<file path="src/rtl/scan_disp_mux.sv">
// scan_disp_mux: time-multiplexed common-anode seven-segment scanner with per-frame snapshot and guard cycles
module scan_disp_mux #(
    parameter int N_DIGITS    = 8,
    parameter int D_WIDTH     = 4,
    parameter int REFRESH_DIV = 100000,
    parameter int GUARD_CYC   = 2000,
    localparam int SEL_W      = $clog2(N_DIGITS)
) (
    input  logic                        clk,
    input  logic                        reset_n,
    input  logic                        enable,
    input  logic [N_DIGITS*D_WIDTH-1:0] digits,
    input  logic [N_DIGITS-1:0]         dp_in,
    input  logic [N_DIGITS-1:0]         blank_mask,
    output logic [SEL_W-1:0]            sel,
    output logic [N_DIGITS-1:0]         anode_n,
    output logic [D_WIDTH-1:0]          y,
    output logic                        dp_n,
    output logic                        frame_start
);
    localparam int P_W = REFRESH_DIV > 1 ? $clog2(REFRESH_DIV) : 1;
    localparam logic [P_W-1:0]      LAST     = P_W'(REFRESH_DIV - 1);
    localparam logic [P_W-1:0]      GUARD_N  = P_W'(GUARD_CYC);
    localparam logic [SEL_W-1:0]    LAST_SEL = SEL_W'(N_DIGITS - 1);
    localparam logic [N_DIGITS-1:0] ONE      = N_DIGITS'(1);

    typedef enum logic [1:0] {IDLE, GUARD, ON} state_t;

    state_t                      state, state_nx;
    logic [P_W-1:0]              presc, presc_nx;
    logic [SEL_W-1:0]            sel_nx;
    logic                        wrap, load, lit;
    logic [N_DIGITS*D_WIDTH-1:0] snap_digits;
    logic [N_DIGITS-1:0]         snap_dp, snap_blank;
    logic [N_DIGITS-1:0]         anode_nx;
    logic [D_WIDTH-1:0]          y_nx;
    logic                        dp_nx;

    // state register
    always_ff @(posedge clk or negedge reset_n) begin
        if (!reset_n) state <= IDLE;
        else          state <= state_nx;
    end

    // next state: disable always parks in IDLE; otherwise the prescaler position picks GUARD or ON
    always_comb begin
        wrap     = presc == LAST;
        presc_nx = (state == IDLE || !enable || wrap) ? '0 : presc + 1'b1;
        sel_nx   = (state == IDLE || !enable) ? '0 : wrap ? (sel == LAST_SEL ? '0 : sel + 1'b1) : sel;
        load     = enable && (state == IDLE || (wrap && sel == LAST_SEL));
        state_nx = !enable ? IDLE : (presc_nx < GUARD_N ? GUARD : ON);
    end

    // prescaler, digit index and the frame snapshot, reloaded only at frame boundaries
    always_ff @(posedge clk or negedge reset_n) begin
        if (!reset_n) begin
            presc       <= '0;
            sel         <= '0;
            snap_digits <= '0;
            snap_dp     <= '0;
            snap_blank  <= '0;
            frame_start <= 1'b0;
        end else begin
            presc       <= presc_nx;
            sel         <= sel_nx;
            frame_start <= load;
            if (load) begin
                snap_digits <= digits;
                snap_dp     <= dp_in;
                snap_blank  <= blank_mask;
            end
        end
    end

    assign lit = state == ON && !snap_blank[sel];

    // outputs: digit code settles during guard, anode and dp only while lit
    always_comb begin
        anode_nx = lit ? ~(ONE << sel) : '1;
        y_nx     = state == IDLE ? '0 : snap_digits[sel*D_WIDTH +: D_WIDTH];
        dp_nx    = lit ? ~snap_dp[sel] : 1'b1;
    end

    // registered outputs, one cycle behind the scan state
    always_ff @(posedge clk or negedge reset_n) begin
        if (!reset_n) begin
            anode_n <= '1;
            y       <= '0;
            dp_n    <= 1'b1;
        end else begin
            anode_n <= anode_nx;
            y       <= y_nx;
            dp_n    <= dp_nx;
        end
    end
endmodule

</file>
<file path="config.mk">
export PLATFORM = sky130hd
export DESIGN_NAME = scan_disp_mux
export DESIGN_NICKNAME = d
export VERILOG_FILES = /design/src/rtl/scan_disp_mux.sv
export SDC_FILE = /design/constraint.sdc
export NUM_CORES = 1
export LEC_CHECK = 0
export CORE_MARGIN = 8
export CORE_UTILIZATION = 40
export CTS_CLUSTER_SIZE = 28
export DETAILED_ROUTE_END_ITERATION = 8
export GPL_TIMING_DRIVEN = 0
export PLACE_DENSITY_LB_ADDON = 0.2
export SLEW_MARGIN = 20
export SYNTH_ARGS = -nofsm -noshare
export SYNTH_HDL_FRONTEND = slang
export SYNTH_SLANG_ARGS = --single-unit
export TNS_END_PERCENT = 10
</file>
<file path="constraint.sdc">
create_clock -name clk -period 4.6 [get_ports clk]
set_input_delay 0.92 -clock clk [delete_from_list [all_inputs] [get_ports clk]]
set_output_delay 0.92 -clock clk [all_outputs]
set_load 0.005 [all_outputs]
</file>
After elaboration in Yosys (flattened, before gate mapping)
Index checks and enable logic that the tools add are counted.
Widths: inputs -> output; s select.

cells by class
  bitwise operators = 2
  equal/unequal tests = 3
  muxes and demuxes = 13
  shift-type cells = 2
  order comparisons = 2
  reductions and logical operators = 10
  add/subtract/negate cells = 2

operators by type and width
  operator               number
  $shiftx 32x6->4        1
  $add 17x1->17 const B  1
  $eq 17x17->1 const B   1
  $lt 17x11->1 const B   1
  $mux 17                1
  $mux 3                 3
  $mux 8                 1
  $not 8->8              1
  $shl 1x3->8 const A    1
  $bmux 1 s3             2
  $lt 3x4->1 const B     1
  $mux 2                 2
  $mux 4                 1
  $add 3x1->3 const B    1
  $eq 3x3->1 const B     1
  $logic_and 1x1->1      3
  $logic_or 1x1->1       3
  $mux 1                 3
  $eq 2x2->1 const B     1
  $logic_not 1->1        2
  $logic_not 2->1        1
  $reduce_bool 2->1      1
  $not 1->1              1

word-level totals
  output and inout bits = 17
  register bits = 84

Longest topological paths before layout
  depth in word-level cells = 7
  mapped depth = 8

Worst setup path before layout
Ideal clock, no wire load.

  path type = reg2reg
  start point = register presc[0]
  end point = register snap_digits[10]
  data arrival time = 1,960 ps
  stages on the path, launching flop included = 9
  library setup time = 127 ps
  setup slack = 2,512 ps
  period minus slack after synthesis = 2,088 ps
  path through = dfrtp_1 ha_1 and3_1 nor3b_2 a31oi_1 nor2b_2 buf_4 buf_6 mux2_1

between the ends
  longest elaborated chain between the ends = 4

ends and longest elaborated chain
  item                    RTL line  RTL
  start, declared         30        logic [P_W-1:0] presc, presc_nx;
  start signal, assigned  64        presc <= presc_nx;
  $eq 17x17->1            47        wrap = presc == LAST;
  $logic_and 1x1->1       50        load = enable && (state == IDLE || (wrap && sel == LAST_SEL));
  $logic_or 1x1->1        50
  $logic_and 1x1->1       50
  via load                32        logic wrap, load, lit;
  end signal, assigned    68        snap_digits <= digits;
  end, declared           33        logic [N_DIGITS*D_WIDTH-1:0] snap_digits;

The timed path passes the listed nets, and every way through them passes these cells.
A chain may end at the register's enable or synchronous reset.

Worst setup path after layout
Ends and elaborated chain as after synthesis.

==> results.txt <==
- The run finished with clean final reports.
* Highest-delay cell along the critical path: sky130_fd_sc_hd__dfrtp_1
* Required time of the critical path: between 4 and 5 ns
- Detailed placement finished with a half-perimeter wire length of ~6200 um.
* Syn Inst Count: roughly 310
- Post-Syn Nets: 363
- Tracing the worst setup path back leads to its startpoint at presc[0]$_DFF_PN0_.
- Dominant synthesized flop cell: sky130_fd_sc_hd__dfrtp_1
- Critical Path Sink Type: register
* Number of buffers and inverters on the critical path: 2
- Number of enable flip-flop cells after synthesis: 0
- Core ar.: 0.00959 sq mm
* GR Util All Layers: 0.138
* Die Footprint: between 0.01 and 0.015 sq mm
- Of the synthesized area, sequential elements account for 0.543.
- For this block, the initial DRC count from the detailed router was 94.
* Number of hold violations in the final report: 0
- The die is approximately 110 um wide.
* Number of warnings issued by yosys: 0
- The initial utilization of the core area, before any placement, comes to 0.406.
- The tool flagged a number of max-cap violations equal to 0.
* Total gr overflow: 0
* Setup repair after global routing missed its margin: no
- Master cell of the clock root buffer: sky130_fd_sc_hd__clkbuf_8
- After clock tree synthesis, the flow added hold-fix buffers numbering 0.
- Of all flip-flops after synthesis, the portion carrying an async set or reset was 1.00.
- Timing would allow up to 400 MHz.
* Count of filler cells inserted in the layout: between 800 and 900
- Most frequent cell after synthesis: sky130_fd_sc_hd__dfrtp_1
* Cell types with the highest counts after synthesis: 75 x sky130_fd_sc_hd__dfrtp_1, 39 x sky130_fd_sc_hd__mux2_2, 31 x sky130_fd_sc_hd__nand2_1, 22 x sky130_fd_sc_hd__nor2_1, 12 x sky130_fd_sc_hd__mux4_2
- The number of cells on the worst reg-to-reg path is 8.
- Number of pins with negative max-slew slack in the final report: 0
- Wire length per cell after detailed routing: 15.9 um
* Final net count: roughly 440
- Reg-to-reg setup timing slack: 2.10 ns
- Via count normalized by instance count: roughly 5
- Residual DRC count: 0
- The design draws 1.52 mW.
- The path class of the tightest hold or removal check is input port to asynchronous set/reset pin.
- Total number of clock tree sinks: 84
- Of the available clock period, the critical path in the final layout requires 0.544.
* Fraction of layout cells with a size suffix above 1: 0.234
- Clock-pin slew was measured on the worst setup and hold paths at 0.10 ns.
- Initial antenna violation count: 0
- Number of storage elements in the synthesis netlist: 84
- The worst-case IR drop observed on VDD is roughly 0.14 mV.
* Category of the most critical setup path: register to register
- The clock reaches the later pin of the worst-skew pair after 0.36 ns.
* Top cell type's share of synthesized area: 0.482
- Non-filler instance count after layout: about 520
- H-tree depth: 3
- 0 antenna diodes ended up in the layout.
- Post-CTS repair changed the size of 0 cells.
- The via count of the first global-routing pass is 2,789.
- CP Data Arrival Time: around 2.7 ns
- For this run, the slowest stage of the critical path takes about 0.45 ns.
* Number of buffers created by CTS: 9
- Mean instance size in the synthesized netlist: about 13 sq um
- By area the synthesized netlist is led by sky130_fd_sc_hd__dfrtp_1 48%, sky130_fd_sc_hd__mux2_2 11%, sky130_fd_sc_hd__mux4_2 6.9%, sky130_fd_sc_hd__dfstp_2 6.1%, sky130_fd_sc_hd__nand2_1 3.0%.
* Time the worst path needs with I/O delays and setup: roughly 2.5 ns
- Post-detailed-route count of antenna-violating nets: 0
- Summing every instance area after synthesis gives approximately 0.004 sq mm.
- Headroom to the max-slew limit: 0.583
- Vias post-DR: 2,618
* Clock tree buffer depth: 2
- Before antenna repair, the detailed router went through 4 iterations.
* Kind of cell adding the most delay to the critical path: simple AND/OR/NAND/NOR gates
* Top cell type by total area after synthesis: sky130_fd_sc_hd__dfrtp_1
- Entering global routing, the biggest net connects 57 pins.
- Row generation in the floorplan step produced 36 rows.
- In this run the static leakage power is 1.98 nW.
* Total setup buffers inserted after CTS: 0
* Startpoint type of the worst setup path: register
* Number of buffers added on ports: 67
- Final WL: just over 8000 um
- Number of failing setup endpoints in the final timing report: 0
- The area growth from synthesis to layout is 27.0%.
- The worst register-to-register path begins at presc[0]$_DFF_PN0_.
* Post-synth cell types: 49
* Number of placed instances, taps included: roughly 510
* Endpoint of the most critical register-to-register path: snap_digits[10]$_DFFE_PN0P_
- The first global-routing pass estimated approximately 14,000 um of wire.
- Pin placement for this block handled slightly below 70 I/O pins.
* Ordered cell list for the critical path: ha_1 -> and3_1 -> nor3b_2 -> a31oi_1 -> nor2b_2 -> buf_4 -> buf_6 -> mux2_1
* Weighted congestion at the end of routability-driven global placement: roughly 0.8
* Maximum fanout along the worst path: 10
- For this design the ratio of total power to cell area is 308 mW/mm^2.
- Die Y: ~110 um
* Worst-case clock skew: 0.0169 ns
- TritonCTS built the clock tree.
- Slew at the pin closest to its max-slew limit: 0.625 ns
## placed cells by master (no fill, tap or decap), types with 9 or more instances in the layout
cell / synthesis / routed
sky130_fd_sc_hd__mux2_2: 39 / 39
sky130_fd_sc_hd__xnor2_1: 9 / 9
sky130_fd_sc_hd__dfrtp_1: 75 / 75
sky130_fd_sc_hd__clkdlybuf4s50_1: 0 / 66
sky130_fd_sc_hd__clkbuf_8: 0 / 10
sky130_fd_sc_hd__a21oi_1: 10 / 10
sky130_fd_sc_hd__dfstp_2: 9 / 9
sky130_fd_sc_hd__nor2_1: 22 / 22
sky130_fd_sc_hd__mux4_2: 12 / 12
sky130_fd_sc_hd__mux2_1: 9 / 9
sky130_fd_sc_hd__nand2_1: 31 / 31
## state kept, by name, indices dropped and copies added (netlist names)
| register | count |
|---|---|
| frame_start | 1 |
| dp_n | 1 |
| state | 2 |
| anode_n | 8 |
| presc | 17 |
| snap_blank | 8 |
| sel | 3 |
| y | 4 |
| snap_dp | 8 |
| snap_digits | 32 |
## kinds of logic after synthesis
family / synth area share
and+or+nand+nor: 0.119
DFF: 0.543
AOI/OAI and AO/OA: 0.0469
buffers and inverters: 0.0244
xor gates and xnor gates: 0.0337
muxes: 0.211
adders and majority gates: 0.0225
## layout make-up
type | instances | area, sq um | share of cell area
Sequential cell | 84 | 2110 | 0.427
Multi-Input combinational cell | 201 | 1690 | 0.341
Timing Repair Buffer | 68 | 696 | 0.141
Tap cell | 133 | 166 | 0.0336
Clock buffer | 10 | 138 | 0.0278
Buffer | 15 | 76.3 | 0.0154
Clock inverter | 6 | 53.8 | 0.0109
Inverter | 5 | 18.8 | 0.00379
## layer usage
metal / global-route usage / wire length (um) / vias to the layer above
met2: 0.211 / 3840 / 56
li1: - / - / 1245
met1: 0.181 / 3920 / 1307
met3: 0.0353 / 432 / 10
met4: 0.0612 / 114 / 0
met5: 0 / 0 / -
## power by group
group | internal [mW] | switching, mW
clock | 0.221 | 0.284
sequential | 0.805 | 0.0325
combinational | 0.121 | 0.0605
## worst max path at each step
stage | to | cells after the start | slack (ns)
after global placement | snap_dp[0]$_DFFE_PN0P_ | 1 | -0.40
after detailed placement | snap_digits[10]$_DFFE_PN0P_ | 5 | 2.03
after CTS | snap_digits[10]$_DFFE_PN0P_ | 8 | 2.07
after floorplan | snap_digits[10]$_DFFE_PN0P_ | 8 | 2.51
after global routing | snap_digits[10]$_DFFE_PN0P_ | 8 | 1.89
final | snap_digits[10]$_DFFE_PN0P_ | 8 | 2.10
## stage by stage
| step | hold WS, ns | setup TNS (ns) | cell area, sq um | setup slack (ns) | util |
|---|---|---|---|---|---|
| floorplan | 0.452 | 0 | 3890 | 2.51 | - |
| global placement | 0.466 | -29.61 | 4730 | -0.398 | 0.493 |
| detailed placement | 0.474 | 0 | 4760 | 2.03 | 0.496 |
| CTS | 0.470 | 0 | 4950 | 2.07 | 0.516 |
| global route | 0.483 | 0 | 4950 | 1.89 | 0.516 |
| finish | 0.471 | 0 | 4950 | 2.10 | 0.516 |
Power figures use the tool's default switching activity.
